$ cat src/rtl/alu_ctrl_pkg.sv
// Shared definitions for the ALU sharing controller: FSM state encoding,
// ALU opcode constants and default widths.
package alu_ctrl_pkg;

  typedef enum logic [1:0] {
    ST_IDLE = 2'd0,
    ST_EXEC = 2'd1,
    ST_DONE = 2'd2
  } state_t;

  localparam int DEF_DATA_W = 32;
  localparam int DEF_OP_W   = 4;
  localparam int DEF_CNT_W  = 16;

  localparam logic [3:0] OP_AND = 4'b0000;
  localparam logic [3:0] OP_OR  = 4'b0001;
  localparam logic [3:0] OP_ADD = 4'b0010;
  localparam logic [3:0] OP_SUB = 4'b0110;

endpackage

$ cat src/rtl/rr_arbiter2.sv
// Two-way round-robin arbiter, purely combinational. A lone requester always
// wins; when both request, the one named by Prio wins.
module rr_arbiter2 (
  input  logic Req0,
  input  logic Req1,
  input  logic Prio,
  output logic GntVld,
  output logic GntId
);

  // Grant decision: single request wins outright, a tie goes to Prio.
  always_comb begin
    GntVld = Req0 | Req1;
    GntId  = 1'b0;
    if (Req0 && Req1) begin
      GntId = Prio;
    end else if (Req1) begin
      GntId = 1'b1;
    end
  end

endmodule

$ cat src/rtl/alu_share_arbiter.sv
// Shares one combinational ALU between two requesters. The winner's operands
// are latched into registers that drive the ALU, the result is captured one
// cycle later and a one-cycle Ack is returned to the winner.
module alu_share_arbiter
  import alu_ctrl_pkg::*;
#(
  parameter int DATA_W = DEF_DATA_W,
  parameter int OP_W   = DEF_OP_W,
  parameter int CNT_W  = DEF_CNT_W
) (
  input  logic              Clk,
  input  logic              Reset,
  input  logic              Req0,
  input  logic [DATA_W-1:0] A0,
  input  logic [DATA_W-1:0] B0,
  input  logic [OP_W-1:0]   Op0,
  input  logic              Req1,
  input  logic [DATA_W-1:0] A1,
  input  logic [DATA_W-1:0] B1,
  input  logic [OP_W-1:0]   Op1,
  output logic              Ack0,
  output logic              Ack1,
  output logic [DATA_W-1:0] Res,
  output logic              ResZero,
  output logic              Busy,
  output logic [CNT_W-1:0]  OpCount,
  output logic [DATA_W-1:0] ALU_A,
  output logic [DATA_W-1:0] ALU_B,
  output logic [OP_W-1:0]   ALU_Op,
  input  logic [DATA_W-1:0] ALU_Out,
  input  logic              ALU_Zero
);

  state_t            state;
  logic              gnt_id;
  logic              prio;
  logic              arb_vld;
  logic              arb_id;
  logic [DATA_W-1:0] op_a;
  logic [DATA_W-1:0] op_b;
  logic [OP_W-1:0]   op_code;
  logic [DATA_W-1:0] res;
  logic              res_zero;
  logic [CNT_W-1:0]  op_count;

  rr_arbiter2 u_arb (
    .Req0   (Req0),
    .Req1   (Req1),
    .Prio   (prio),
    .GntVld (arb_vld),
    .GntId  (arb_id)
  );

  // Controller: grant in IDLE, capture the ALU result in EXEC, acknowledge in DONE.
  always_ff @(posedge Clk) begin
    if (!Reset) begin
      state    <= ST_IDLE;
      gnt_id   <= 1'b0;
      prio     <= 1'b0;
      op_a     <= '0;
      op_b     <= '0;
      op_code  <= '0;
      res      <= '0;
      res_zero <= 1'b0;
      op_count <= '0;
    end else begin
      case (state)
        ST_IDLE: begin
          if (arb_vld) begin
            op_a    <= arb_id ? A1  : A0;
            op_b    <= arb_id ? B1  : B0;
            op_code <= arb_id ? Op1 : Op0;
            gnt_id  <= arb_id;
            prio    <= ~arb_id;
            state   <= ST_EXEC;
          end
        end
        ST_EXEC: begin
          res      <= ALU_Out;
          res_zero <= ALU_Zero;
          op_count <= op_count + {{(CNT_W-1){1'b0}}, 1'b1};
          state    <= ST_DONE;
        end
        ST_DONE: begin
          state <= ST_IDLE;
        end
        default: begin
          state <= ST_IDLE;
        end
      endcase
    end
  end

  // Ack is decoded from state and grant id; an asserted reset suppresses it so a
  // discarded operation never acknowledges.
  always_comb begin
    Ack0 = (state == ST_DONE) && !gnt_id && Reset;
    Ack1 = (state == ST_DONE) &&  gnt_id && Reset;
    Busy = (state != ST_IDLE);
  end

  assign Res     = res;
  assign ResZero = res_zero;
  assign OpCount = op_count;
  assign ALU_A   = op_a;
  assign ALU_B   = op_b;
  assign ALU_Op  = op_code;

endmodule

$ cat config.mk
export PLATFORM = sky130hd
export DESIGN_NAME = alu_share_arbiter
export DESIGN_NICKNAME = d
export VERILOG_FILES = /design/src/rtl/alu_ctrl_pkg.sv /design/src/rtl/rr_arbiter2.sv /design/src/rtl/alu_share_arbiter.sv
export SDC_FILE = /design/constraint.sdc
export NUM_CORES = 1
export LEC_CHECK = 0
export BUFFER_PORTS_ARGS = -buffer_cell sky130_fd_sc_hd__buf_2
export CAP_MARGIN = 20
export CELL_PAD_IN_SITES_DETAIL_PLACEMENT = 1
export CELL_PAD_IN_SITES_GLOBAL_PLACEMENT = 1
export CORE_ASPECT_RATIO = 1.4
export CORE_UTILIZATION = 30
export DETAILED_ROUTE_END_ITERATION = 6
export PLACE_DENSITY = 0.81
export SLEW_MARGIN = 20
export SYNTH_ARGS = -nofsm -noshare
export SYNTH_HDL_FRONTEND = slang
export SYNTH_SLANG_ARGS = --single-unit
$ cat constraint.sdc
create_clock -name Clk -period 4.23 [get_ports Clk]
set_clock_uncertainty 0.05 [all_clocks]
set_input_delay 0.423 -clock Clk [delete_from_list [all_inputs] [get_ports Clk]]
set_output_delay 0.423 -clock Clk [all_outputs]
set_load 0.02 [all_outputs]
# Word-level counts from Yosys, hierarchy flattened
# Index checks and enable logic that the tools add are counted.
[totals]
register_bits = 121
input_bits = 173
output_inout_bits = 120
elab_cells = 31
[classes]
n_addsub = 1
n_eq_ne = 3
n_mux = 7
n_bitwise = 2
reduce_logical = 9
[ops]
columns = ["op", "n"]
rows = [
  ["$mux 32", 2],
  ["$add 16x1->16 const B", 1],
  ["$logic_and 1x1->1", 5],
  ["$mux 4", 1],
  ["$pmux 2 s2", 1],
  ["$eq 2x1->1 const B", 1],
  ["$eq 2x2->1 const B", 1],
  ["$logic_not 2->1", 1],
  ["$mux 1", 2],
  ["$mux 2", 1],
  ["$ne 2x2->1 const B", 1],
  ["$reduce_and 2->1", 1],
  ["$reduce_bool 2->1", 1],
  ["$logic_not 1->1", 1],
  ["$not 1->1", 1],
  ["$or 1x1->1", 1],
]

# Longest topological paths before layout
[logic_depth]
depth_word = 3
ltp_mapped = 7
ltp_nobuf = 5

# Modules after synthesis
# From an unflattened synthesis, not the netlist that was laid out.
[unflattened]
hier_cells = 548
area_unflattened_um2 = 4971.0
[modules_own_cells]
columns = ["module", "instances", "cells_per_inst", "area_each_um2", "seq_area_each_um2"]
rows = [
  ["alu_share_arbiter", 1, 545, 4953.5, 2422.3],
  ["rr_arbiter2", 1, 3, 17.5, 0.0],
]

# Least setup slack after synthesis
# Ideal clock, no wire load.
[synth_path]
path_type = "input to output"
from = "input port Reset"
to = "output port Ack0"
t_arrival_ns = 1.383
t_required_ns = 3.757
setup_slack_ns = 2.374
cell_stages = 3
path_buffers = 1
path_cell_list = "inv_1 > clkbuf_1 > nor4b_1"
[synth_between]
elab_chain_len = 1
[synth_lines]
columns = ["item", "line_no", "source"]
rows = [
  ["start: declaration", "alu_share_arbiter.sv:12", "input logic Reset,"],
  ["$logic_and 1x1->1", "alu_share_arbiter.sv:97", "Ack0 = (state == ST_DONE) && !gnt_id && Reset;"],
  ["end: declaration", "alu_share_arbiter.sv:21", "output logic Ack0,"],
]
# No other way between the ends.

# Worst setup path in the final report
[layout_path]
from = "register state[0]"
to = "register op_a[16] (netlist: ALU_A[16])"
[layout_between]
elab_chain_len = 2
[layout_lines]
columns = ["item", "line_no", "source"]
rows = [
  ["start: declaration", "alu_share_arbiter.sv:34", "state_t state;"],
  ["start signal: assignment", "alu_share_arbiter.sv:57", "state <= ST_IDLE;"],
  ["start signal: assignment", "alu_share_arbiter.sv:75", "state <= ST_EXEC;"],
  ["start signal: assignment", "alu_share_arbiter.sv:82", "state <= ST_DONE;"],
  ["$logic_not 2->1", "alu_share_arbiter.sv:67", "case (state)"],
  ["$reduce_and 2->1 (no source line)", "n/a", ""],
  ["end signal: assignment", "alu_share_arbiter.sv:70", "op_a <= arb_id ? A1 : A0;"],
  ["end: declaration", "alu_share_arbiter.sv:39", "logic [DATA_W-1:0] op_a;"],
]
# No other way between the ends.
# A chain may end at the register's enable or synchronous reset.

==> summary.md <==
| Metric | Value |
|---|---|
| Initial DRT Pass Iterations | `6` |
| Ys async rst share | `0` |
| Num CTS Buffers | `17` |
| Overflow left after global routing | `0` |
| R2R setup slack | `1.92 ns` |
| Hold depth | `3` |
| Hold WC Path Type | `primary input to flip-flop` |
| Detailed router's first-iteration violation count | `374` |
| Final period util | `0.5459` |
| Post-synth EDFFs | `0` |
| Largest net degree at the start of global routing | `75` |
| CP Data Required Time | `4.51 ns` |
| Seq/Total Area, Yosys | `0.5418` |
| Total core area | `14,510 µm²` |
| Average size of a mapped cell | `9.237 µm²` |
| Worst IR drop on VDD | `0.1919 mV` |
| Vias in the first global route | `4,931` |
| # DRC | `0` |
| Crit path DAT | `2.59 ns` |
| FF+latch count, synth | `121` |
| Area delta synth->final | `48.22%` |
| Status | `finished clean` |
| Worst setup EP type | `flip-flop` |
| H-tree levels | `4` |
| Max Slew Vio Count | `0` |
| Post-layout util | `0.4567` |
| Clk_lat worst skew | `0.41 ns` |
| Synth unique cells | `36` |
| DIE HEIGHT | `146.4 µm` |
| Tmin final | `2.309 ns` |
| R2R cell count | `5` |
| Mapped Nets | `658` |
| HPWL after detailed placement | `11.61 mm` |
| Most frequent cells in the layout | `292 x buf_2, 121 x dfxtp_1, 82 x nor2_1` |
| Max_slew headroom | `0.2726` |
| Max_cap viols | `0` |
| Top Ports | `293` |
| Most used DFF post-synth | `dfxtp_1` |
| Crit path cell chain | `nor2_2 -> and3_2 -> buf_4 -> a222oi_1 -> nor2_1` |
| CTS Buffer Depth | `2` |
| Critical-path maximum fanout | `55` |
| Startpoint type of the worst setup path | `flip-flop` |
| Most common cell after layout, fill and taps aside | `buf_2` |
| Pwr dens | `484.0 nW/µm²` |
| Clock root buffer | `clkbuf_16` |
| Leak | `3.184 nW` |
| Routed Antenna Nets | `0` |
| Routed length per instance | `16.94 µm` |
| Die ar. | `15,400 µm²` |
| Setup Viol. Count Final | `0` |
| Vias | `4,968` |
| Setup_tns | `0 ns` |
| GPL Wtd Cong | `0.7559` |
| Initial antenna violation count | `2` |
| Hold Fails Final Rpt | `0` |
| Die W | `105.2 µm` |
| Layout net count | `931` |
| Area share of the largest cell type after synthesis | `0.5418` |
| Slowest-stage cell, CP | `and3_2` |
| CP peak stage delay | `0.94 ns` |
| Crit path to | `ALU_A[16]$_SDFFE_PN0P_` |
| First-pass GRT wire length | `24.87 mm` |
| Synth area leader | `dfxtp_1` |
| Post-CTS Hold Fix Bufs | `0` |
| RSZ-0062 raised after global routing | `false` |
| Reg-to-Reg Start | `state[0]$_SDFFE_PN0P_` |
| Clk pin slew, worst setup/hold paths | `0.06 ns` |
| Slew @ Worst Pin | `1.091 ns` |
| Setup bufs post-CTS | `0` |
| Reg-to-reg endpoint | `ALU_A[16]$_SDFFE_PN0P_` |
| Layout cells sized above 1 | `0.4442` |
| Mapped Area | `4471 µm²` |
| Yosys Warn Count | `0` |
| CTS tree | `yes` |
| Cells after synthesis | `484` |
| CP Launch Point | `state[0]$_SDFFE_PN0P_` |
| Final WL | `16.26 mm` |
| Max Freq | `0.4330 GHz` |
| Critical path class | `flip-flop to flip-flop` |
| IO Port Bufs | `292` |
| Post_cts resized | `0` |
| Synth top area cells | `dfxtp_1 54%, a222oi_1 15%, nor2_1 6.9%, nand2_1 6.6%, a21oi_1 4.4%` |
| Clk sinks | `121` |
| Starting Density | `0.3081` |
| GRT Total Usage | `0.2053` |
| Vias per inst | `5.175` |
| Row count | `52` |
-- registers in the layout, summed over array words and instances, names as in the netlist --
register,flops
ALU_A,32
ALU_B,32
Res,32
OpCount,16
ALU_Op,4
state,2
ResZero,1
gnt_id,1
prio,1
-- per-stage QoR --
step | setup slack, ns | hold WS, ns | cell area, µm² | power, mW | std cells
floorplan | 2.374 | 0.4210 | 4471 | 1.599 | 484
CTS | 1.887 | 0.1839 | 6620 | 3.253 | 959
global route | 1.767 | 0.1950 | 6626 | 3.356 | 960
detailed placement | 1.926 | 0.3964 | 6038 | 1.825 | 927
global placement | 1.984 | 0.3897 | 6038 | 1.814 | 927
finish | 1.921 | 0.1990 | 6626 | 3.207 | 960
-- cell usage after synthesis (all sizes together) (2+ instances only) --
master	count
nand3	4
or3	2
dfxtp	121
nor2	83
a21oi	39
o21ai	3
and4b	2
buf	11
a222oi	68
inv	2
nand2	79
clkbuf	33
xnor2	4
and3	3
nor3	4
xor2	5
nand2b	4
mux2i	3
nand4	3
-- metal layers --
metal	up-vias	GRT usage	wire [µm]
met2	235	0.3619	8347
li1	2332	-	-
met5	-	0	13
met3	22	0.06920	1308
met1	2377	0.2273	6354
met4	2	0.07535	236
-- final cells by class --
type                    count  area (µm²)
clock inverters            12       115.1
multi-input cells         317        1868
flip-flops and latches    121        2422
clock buffers              20       466.7
inverters                   2       8.758
fillers                  1806        7883
well taps                 189       236.5
repair buffers            298        1506
diodes                      1       2.502
-- logic make-up after synthesis --
family | count (synthesis) | share of synthesized area
simple gates | 193 | 0.1858
flops | 121 | 0.5418
buf+inv | 46 | 0.04422
fa+ha+maj | 1 | 0.002798
mux | 3 | 0.006717
compound gates | 111 | 0.2010
xor+xnor | 9 | 0.01763
-- report_power, final --
| part | total [mW] | internal, mW | switching (mW) | leakage (nW) |
|---|---|---|---|---|
| logic | 0.527 | 0.204 | 0.324 | 1.91 |
| registers | 1.27 | 1.22 | 0.0450 | 0.992 |
| clock network | 1.41 | 0.861 | 0.550 | 0.279 |
| total | 3.21 | 2.29 | 0.919 | 3.18 |
-- worst max-delay path: cells and delay by family, from the launching register on --
kind | cells | cell delay (ns)
flip-flops | 1 | 0.38
AND/OR/NAND/NOR | 3 | 1.29
buffers and inverters | 1 | 0.37
AO/OA/AOI/OAI | 1 | 0.10
-- worst min-delay path by stage --
stage                         start                endpoint  slack (ns)
2_1_floorplan     prio$_SDFFE_PN0P_       prio$_SDFFE_PN0P_        0.42
3_3_place_gp   Res[20]$_SDFFE_PN0N_    Res[20]$_SDFFE_PN0N_        0.39
3_5_place_dp    Res[6]$_SDFFE_PN0N_     Res[6]$_SDFFE_PN0N_        0.40
4_1_cts                      A0[28]  ALU_A[28]$_SDFFE_PN0P_        0.18
5_1_grt                 ALU_Out[23]    Res[23]$_SDFFE_PN0N_        0.20
6_report                ALU_Out[15]    Res[15]$_SDFFE_PN0N_        0.20
(Power assumes the default switching activity.)
